===== config.mk =====
export PLATFORM = sky130hd
export DESIGN_NAME = gray_ptr_sync
export DESIGN_NICKNAME = d
export VERILOG_FILES = /design/src/rtl/gray_sync_pkg.sv /design/src/rtl/gray_sync_chan.sv /design/src/rtl/gray_ptr_sync.sv
export SDC_FILE = /design/constraint.sdc
export NUM_CORES = 1
export LEC_CHECK = 0
export ABC_AREA = 1
export CORE_AREA = 10 10 69 95
export CTS_CLUSTER_DIAMETER = 30
export DETAILED_ROUTE_END_ITERATION = 7
export DIE_AREA = 0 0 79 105
export PLACE_DENSITY = 0.84
export RECOVER_POWER = 50
export SYNTH_ARGS = -nofsm -noshare
export SYNTH_HDL_FRONTEND = slang
export SYNTH_SLANG_ARGS = --single-unit

===== constraint.sdc =====
create_clock -name clk -period 5.33 [get_ports clk]
set_clock_uncertainty 0.1 [all_clocks]
set_input_delay 0.533 -clock clk [delete_from_list [all_inputs] [get_ports clk]]
set_output_delay 0.533 -clock clk [all_outputs]
set_load 0.02 [all_outputs]

===== src/rtl/gray_sync_pkg.sv =====
// Shared helpers for the gray pointer synchroniser.
//   gray2bin       : gray to binary conversion on a MAX_AW-wide vector; callers
//                    zero-extend narrower pointers (leading zeros convert to zeros)
//   multi_bit_diff : 1 when two samples differ in more than one bit
//   ERR_CNT_W/MAX  : width and saturation value of the violation counter
package gray_sync_pkg;

  localparam int ERR_CNT_W = 8;
  localparam logic [ERR_CNT_W-1:0] ERR_CNT_MAX = 8'd255;
  localparam int MAX_AW = 32;

  function automatic logic [MAX_AW-1:0] gray2bin(input logic [MAX_AW-1:0] g);
    logic [MAX_AW-1:0] b;
    b[MAX_AW-1] = g[MAX_AW-1];
    for (int i = MAX_AW - 2; i >= 0; i--) begin
      b[i] = b[i+1] ^ g[i];
    end
    return b;
  endfunction

  function automatic logic multi_bit_diff(input logic [MAX_AW-1:0] a,
                                          input logic [MAX_AW-1:0] b);
    return $countones(a ^ b) > 1;
  endfunction

endpackage


===== src/rtl/gray_sync_chan.sv =====
// One synchroniser channel: flop chain, previous-sample history, registered
// gray-to-binary output and the multi-bit-step violation flag.
//   clk, rst : destination clock, synchronous active-low reset
//   chk_en   : checker enable (chain and history hold post-reset samples)
//   gin      : asynchronous gray pointer from the source domain
//   gout     : last chain stage
//   bout     : registered binary of gout
//   viol     : gout differs from the previous sample in more than one bit
module gray_sync_chan
  import gray_sync_pkg::*;
#(
  parameter int AW     = 11,
  parameter int STAGES = 2
) (
  input  logic          clk,
  input  logic          rst,
  input  logic          chk_en,
  input  logic [AW-1:0] gin,
  output logic [AW-1:0] gout,
  output logic [AW-1:0] bout,
  output logic          viol
);

  logic [AW-1:0] sync_q [STAGES];
  logic [AW-1:0] sync_d [STAGES];
  logic [AW-1:0] prev_q, prev_d;
  logic [AW-1:0] bout_q, bout_d;

  always_comb begin
    sync_d[0] = gin;
    for (int i = 1; i < STAGES; i++) begin
      sync_d[i] = sync_q[i-1];
    end
    prev_d = sync_q[STAGES-1];
    bout_d = AW'(gray2bin(MAX_AW'(sync_q[STAGES-1])));
  end

  always_ff @(posedge clk) begin
    if (!rst) begin
      for (int i = 0; i < STAGES; i++) begin
        sync_q[i] <= '0;
      end
      prev_q <= '0;
      bout_q <= '0;
    end else begin
      for (int i = 0; i < STAGES; i++) begin
        sync_q[i] <= sync_d[i];
      end
      prev_q <= prev_d;
      bout_q <= bout_d;
    end
  end

  assign gout = sync_q[STAGES-1];
  assign bout = bout_q;
  // A legal gray source never moves more than one bit between samples,
  // including the wrap from the top pointer back to zero.
  assign viol = chk_en && multi_bit_diff(MAX_AW'(sync_q[STAGES-1]), MAX_AW'(prev_q));

endmodule


===== src/rtl/gray_ptr_sync.sv =====
// Multi-channel gray FIFO pointer synchroniser for the destination domain.
//   clk      : destination-domain clock
//   rst      : synchronous active-low reset
//   gin      : channels x AW asynchronous gray pointers, channel k at [k*AW +: AW]
//   clr_err  : synchronous clear of step_err and err_cnt
//   gout     : synchronised gray pointers
//   bout     : registered binary equivalent of gout
//   valid    : chains and checker history hold post-reset samples
//   step_err : sticky per-channel multi-bit-step flag
//   err_cnt  : saturating count of cycles with any channel violation
module gray_ptr_sync
  import gray_sync_pkg::*;
#(
  parameter int depth    = 1024,
  parameter int stages   = 2,
  parameter int channels = 1
) (
  input  logic                                    clk,
  input  logic                                    rst,
  input  logic [channels*($clog2(depth)+1)-1:0]   gin,
  input  logic                                    clr_err,
  output logic [channels*($clog2(depth)+1)-1:0]   gout,
  output logic [channels*($clog2(depth)+1)-1:0]   bout,
  output logic                                    valid,
  output logic [channels-1:0]                     step_err,
  output logic [ERR_CNT_W-1:0]                    err_cnt
);

  localparam int AW = $clog2(depth) + 1;
  // One extra fill cycle beyond the chain so the history register also
  // holds a post-reset sample before the checker is armed.
  localparam logic [2:0] FILL_MAX = 3'(stages + 1);

  logic [2:0]           fill_q, fill_d;
  logic [channels-1:0]  step_err_q, step_err_d;
  logic [ERR_CNT_W-1:0] err_cnt_q, err_cnt_d;
  logic [channels-1:0]  viol;
  logic                 viol_any;

  for (genvar k = 0; k < channels; k++) begin : g_chan
    gray_sync_chan #(
      .AW     (AW),
      .STAGES (stages)
    ) u_chan (
      .clk    (clk),
      .rst    (rst),
      .chk_en (valid),
      .gin    (gin[k*AW +: AW]),
      .gout   (gout[k*AW +: AW]),
      .bout   (bout[k*AW +: AW]),
      .viol   (viol[k])
    );
  end

  assign viol_any = |viol;
  assign valid    = (fill_q == FILL_MAX);

  always_comb begin
    fill_d = fill_q;
    if (fill_q != FILL_MAX) begin
      fill_d = fill_q + 3'd1;
    end

    // A violation in the clear cycle survives the clear.
    if (clr_err) begin
      step_err_d = viol;
      err_cnt_d  = {{(ERR_CNT_W-1){1'b0}}, viol_any};
    end else begin
      step_err_d = step_err_q | viol;
      err_cnt_d  = err_cnt_q;
      if (viol_any && (err_cnt_q != ERR_CNT_MAX)) begin
        err_cnt_d = err_cnt_q + 1'b1;
      end
    end
  end

  always_ff @(posedge clk) begin
    if (!rst) begin
      fill_q     <= '0;
      step_err_q <= '0;
      err_cnt_q  <= '0;
    end else begin
      fill_q     <= fill_d;
      step_err_q <= step_err_d;
      err_cnt_q  <= err_cnt_d;
    end
  end

  assign step_err = step_err_q;
  assign err_cnt  = err_cnt_q;

endmodule


# [Word level (Yosys, flattened, before mapping)]
# Memory sizes are Yosys's and may differ from the RTL's.
# Index checks and enable logic that the tools add are counted.
[totals] ff_bits=34 ramBits=22 input_bits=14 wordCells=70 n_memories=1
[memory_table] name="g_chan[0].u_chan.sync_q" depth=2 width=11 rd=2 rd_ports_with_merged_regs=0 wr=2 line_no="gray_sync_chan.sv:24" rtl="logic [AW-1:0] sync_q [STAGES];"
[classes] n_addsub=33 order_cmp=1 eq_ne=3 mux=7 bitwise=15 n_reduce_logical=4
[op_table] operator="adder 32 bit" count=15
[op_table] operator="> comparator 32 x 2 -> 1 bit, second input constant" count=1
[op_table] operator="2-to-1 mux 11 bit" count=2
[op_table] operator="adder 1 x 1 -> 2 bit, both inputs constant" count=10
[op_table] operator="bitwise XOR 11 bit" count=1
[op_table] operator="adder 1 x 1 -> 2 bit" count=5
[op_table] operator="bitwise XOR 1 bit" count=10
[op_table] operator="adder 8 x 1 -> 8 bit, second input constant" count=1
[op_table] operator="inequality test 8 bit, second input constant" count=1
[op_table] operator="2-to-1 mux 1 bit" count=5
[op_table] operator="adder 3 x 1 -> 3 bit, second input constant" count=1
[op_table] operator="== test 3 x 2 -> 1 bit, second input constant" count=1
[op_table] operator="inequality test 3 x 2 -> 1 bit, second input constant" count=1
[op_table] operator="OR 1 bit" count=3
[op_table] operator="adder 1 x 1 -> 2 bit, second input constant" count=1
[op_table] operator="logical AND 1 bit" count=2
[op_table] operator="nonzero test 2 bit" count=1
[op_table] operator="OR reduction 2 bit" count=1
[op_table] operator="NOT 1 bit" count=1

# [Longest topological paths before layout]
# An unclocked memory read counts as a cell.
[logic_depth] depth_word=12 ltp_mapped=18 depth_no_buf=18

# [Modules after synthesis]
# A second synthesis with hierarchy kept.
[hier_totals] cells_unflattened=294 hier_area_um2=2401.1
[modules_own_cells] mod="gray_sync_chan" instances=1 cells_each=205 area_per_inst_um2=1765.4 seq_area_each_um2=860.8
[modules_own_cells] mod="gray_ptr_sync" instances=1 cells_each=89 area_per_inst_um2=635.6 seq_area_each_um2=240.2

# [Worst setup path after synthesis]
# Ideal clock, no wire load.
[synth_path] path_kind="register to register" from="memory g_chan[0].u_chan.sync_q[1][8], in the netlist g_chan[0].u_chan.sync_q[0][19]" to="register err_cnt_q[7], in the netlist err_cnt[7]" setup_time_ns=0.119 arrival_ns=3.969 required_time_ns=5.111 path_slack_ns=1.142 stages_incl_launch_ff=19 path_buffers=0 synth_period_minus_slack_ns=4.188 cell_sequence="dfxtp_1 -> xor2_1 -> ha_1 -> fa_1 -> inv_1 -> fa_1 -> fa_1 -> inv_1 -> ha_1 -> fa_1 -> nor2_1 -> o211ai_1 -> nand2_1 -> inv_1 -> nand3_1 -> nor3_1 -> nand2_1 -> o21ai_0 -> a21oi_1"
[synth_lines] item="start: declaration" line_no="gray_sync_chan.sv:24"
[synth_lines] item="end signal: assignment" line_no="gray_ptr_sync.sv:85" rtl="err_cnt_q <= err_cnt_d;"
[synth_lines] item="end: declaration" line_no="gray_ptr_sync.sv:36" rtl="logic [ERR_CNT_W-1:0] err_cnt_q, err_cnt_d;"

==> summary.txt <==
Status
  • Outcome: finished with violations
  • Failing checks: capacitance limit, slew limit

Route
  • Top Layer Used: met4
  • Via count: 1844
  • Via density: 4.60
  • Initial DRC Count: 73
  • Met2 WL: 2540 um
  • Drt wl/cell: 11.6 um
  • ANT nets after route: 0
  • Metal-1 WL: 1820 um
  • Routed wl met3: 161 um
  • Total wire length: 4640 um
  • # DRC: 0
  • Router iterations before antenna repair: 4

Power
  • Leak Pwr: 1.53 nW
  • Pwr/cell area: 284 nW/um2
  • VDD IR-drop max: 0.000187 V

Floorplanning
  • Number of top-level pins: 46
  • Core ar.: 4800 um2
  • Die Ht: 105 um
  • Die W: 79 um
  • Rows: 30
  • Initial core utilization: 0.499
  • Die area: 8300 um2

Worst setup path
  • CP Depth: 18
  • Critical path arrival: 4.61 ns
  • R2r startpoint: g_chan[0].u_chan.sync_q[0][19]
  • CP bufs+invs: 3
  • CP startpoint: g_chan[0].u_chan.sync_q[0][19]
  • CP Cell Sequence: xor2_1 > ha_1 > inv_1 > fa_1 > fa_1 > fa_1 > inv_1 > ha_1 > fa_1 > nor2_1 > o211ai_1 > nand2_1 > inv_1 > nand3_1 > nor3_1 > nand2_1 > o21ai_0 > a21oi_1
  • Crit Path Class: reg -> reg
  • Crit path capture type: flip-flop
  • R2R Path End: err_cnt[7]
  • Critical path fanouts, max: 5
  • Most common cell on crit path: fa_1
  • Critical Path Max Stage Delay: 0.55 ns
  • Reg2Reg Setup Slack: 0.82 ns
  • Critical path's slowest cell: fa_1
  • CP delay by family, top: adder cells
  • Critical path endpoint: err_cnt[7]
  • CP required: 5.43 ns
  • Startpoint types: flip-flop
  • Reg2Reg Depth: 18

Global route
  • First-pass GRT wire length: 8160 um
  • Vias in the first global route: 1837
  • Antenna violations before repair: 0
  • GRT Residual Overflow: 0
  • Largest net degree at the start of global routing: 38
  • Aggregate global-route resource usage: 0.121

Synthesis
  • Cell taking the most area after synthesis: dfxtp_1
  • Mux share of post-synthesis cell area: 0
  • Area contributors post-synth: dfxtp_1 46%, inv_1 11%, nand2_1 7.8%, ha_1 6.3%, fa_1 5.0%
  • Compound-Gate Fraction of Synth Area: 0.0527
  • Ys Warns: 0
  • Post-synthesis xor/xnor area fraction: 0.0474
  • Avg Inst Size Synth: 8.28 um2
  • Mapped Area: 2400 um2
  • FF+latch count, synth: 55
  • Cells after synthesis: 290
  • Adder-Cell Fraction of Synth Area: 0.113
  • Top-area cell type share of the netlist area: 0.459
  • Syn Nets: 322
  • Post-synthesis sequential area ratio: 0.459
  • Distinct cells, synth: 21
  • Simple-Gate Fraction of Synth Area: 0.202
  • Main combinational cell family by area after synthesis: simple AND/OR/NAND/NOR gates

STA
  • RSZ-0062 raised after global routing: no
  • Fin Setup TNS: 0 ns
  • FMAX: 222 MHz
  • Slew Limit Fails: 38
  • Minimum clock period: 4.51 ns
  • Setup violators final: 0
  • Hold Violations, Final: 0
  • Tightest Pin Transition: 1.52 ns
  • Worst rel slew slack: -0.0115
  • Final cycle utilization of the critical path: 0.847

Clock tree
  • CTS tree: built
  • Worst-path clk slew: 0.10 ns
  • Post-CTS Setup Bufs: 0
  • Clock Latency Late Sink: 0.31 ns
  • CTS HTree Levels: 2
  • Hold_buf cts: 0
  • CTS max path bufs: 2
  • Cells resized by post-CTS repair: 0
  • Clk sinks: 55
  • CTS buffer count: 5
  • Root buf cell: clkbuf_8

Finish
  • P&R area growth vs syn: 24.6%
  • # diodes: 0
  • Nets: 368
  • Share of layout cells above drive strength 1: 0.0653
  • Fillcell total: 433
  • Final instance area: 2990 um2

Worst hold path
  • Worst hold-check path type: reg -> reg

Placed design
  • Port buffer count: 45
  • Dpl hpwl: 3640 um
  • Post-DP Area: 2900 um2
  • Placer Congestion: 0.811

Job
  • Max cap viols: 1
==> cells in the final DEF (no fill, tap or decap), types with 9 or more instances in the layout <==
cell	n
dfxtp_1	55
o21ai_0	10
a21oi_1	9
nand3_1	15
xor2_1	13
inv_1	72
nand3_2	9
clkdlybuf4s50_1	43
nor2_1	16
ha_1	12
nand2_1	50
==> synth_stat cells (all sizes together) <==
cell type and number:
inv 72, dfxtp 55, nand2 55, nand3 24, nor2 16, xor2 13, ha 12, o21ai 10
a21oi 9, fa 6, clkbuf 5, nor3 4, buf 2, nand4 2, a211o 1, a211oi 1
nor3b 1, o211ai 1, o31ai 1
==> tightest hold or removal path, cell delays in order (launching register included) <==
cell and delay, ns:
dfxtp_1 0.31, nand2_1 0.05, inv_1 0.03
==> worst min path at each step <==
stage / startpoint / endpoint / slack [ns] / depth (start not counted)
6_report: g_chan[0].u_chan.sync_q[0][10] / g_chan[0].u_chan.sync_q[0][21] / 0.32 / 2
5_1_grt: g_chan[0].u_chan.sync_q[0][7] / g_chan[0].u_chan.sync_q[0][18] / 0.34 / 2
4_1_cts: g_chan[0].u_chan.sync_q[0][10] / g_chan[0].u_chan.sync_q[0][21] / 0.32 / 2
3_5_place_dp: g_chan[0].u_chan.sync_q[0][1] / g_chan[0].u_chan.sync_q[0][12] / 0.30 / 2
3_3_place_gp: g_chan[0].u_chan.sync_q[0][6] / g_chan[0].u_chan.sync_q[0][17] / 0.29 / 2
2_1_floorplan: g_chan[0].u_chan.sync_q[0][0] / g_chan[0].u_chan.sync_q[0][11] / 0.29 / 2
==> per-layer routing <==
metal	GRT usage	up-vias
met5	0	-
met3	0.0292	8
met2	0.214	32
met4	0.0617	0
met1	0.128	845
li1	-	959
==> cell type report <==
class	instances	area (um2)	area share
flip-flops and latches	55	1100	0.368
multi-input cells	156	995	0.333
repair buffers	46	454	0.152
inverters	72	270	0.0904
well taps	64	80.1	0.0268
clock buffers	5	68.8	0.0230
clock inverters	3	20.0	0.00670
==> cell families after synthesis <==
kind of cell	after synthesis
adders and majority gates	18
and+or+nand+nor	102
AOI/OAI and AO/OA	23
DFF	55
buffers and inverters	79
xor gates and xnor gates	13
==> metrics by stage <==
step	setup slack (ns)	cells	power (mW)	utilization	hold WS, ns
CTS	0.861	401	0.862	0.623	0.320
floorplan	1.14	290	0.572	-	0.290
finish	0.817	401	0.850	0.622	0.318
global route	0.468	401	0.902	0.622	0.335
global placement	1.05	393	0.628	0.604	0.295
detailed placement	0.866	393	0.636	0.604	0.297
==> state kept, by name, indices dropped and copies added (netlist names) <==
register,cells
g_chan.u_chan.sync_q,22
fill_q,3
err_cnt,8
step_err,1
g_chan.u_chan.bout,11
g_chan.u_chan.prev_q,10
==> power breakdown <==
part / switching [mW] / internal (mW)
clock network: 0.135 / 0.0916
logic: 0.0952 / 0.0756
registers: 0.0148 / 0.437
Note: power is estimated with default switching activity, not from simulation.
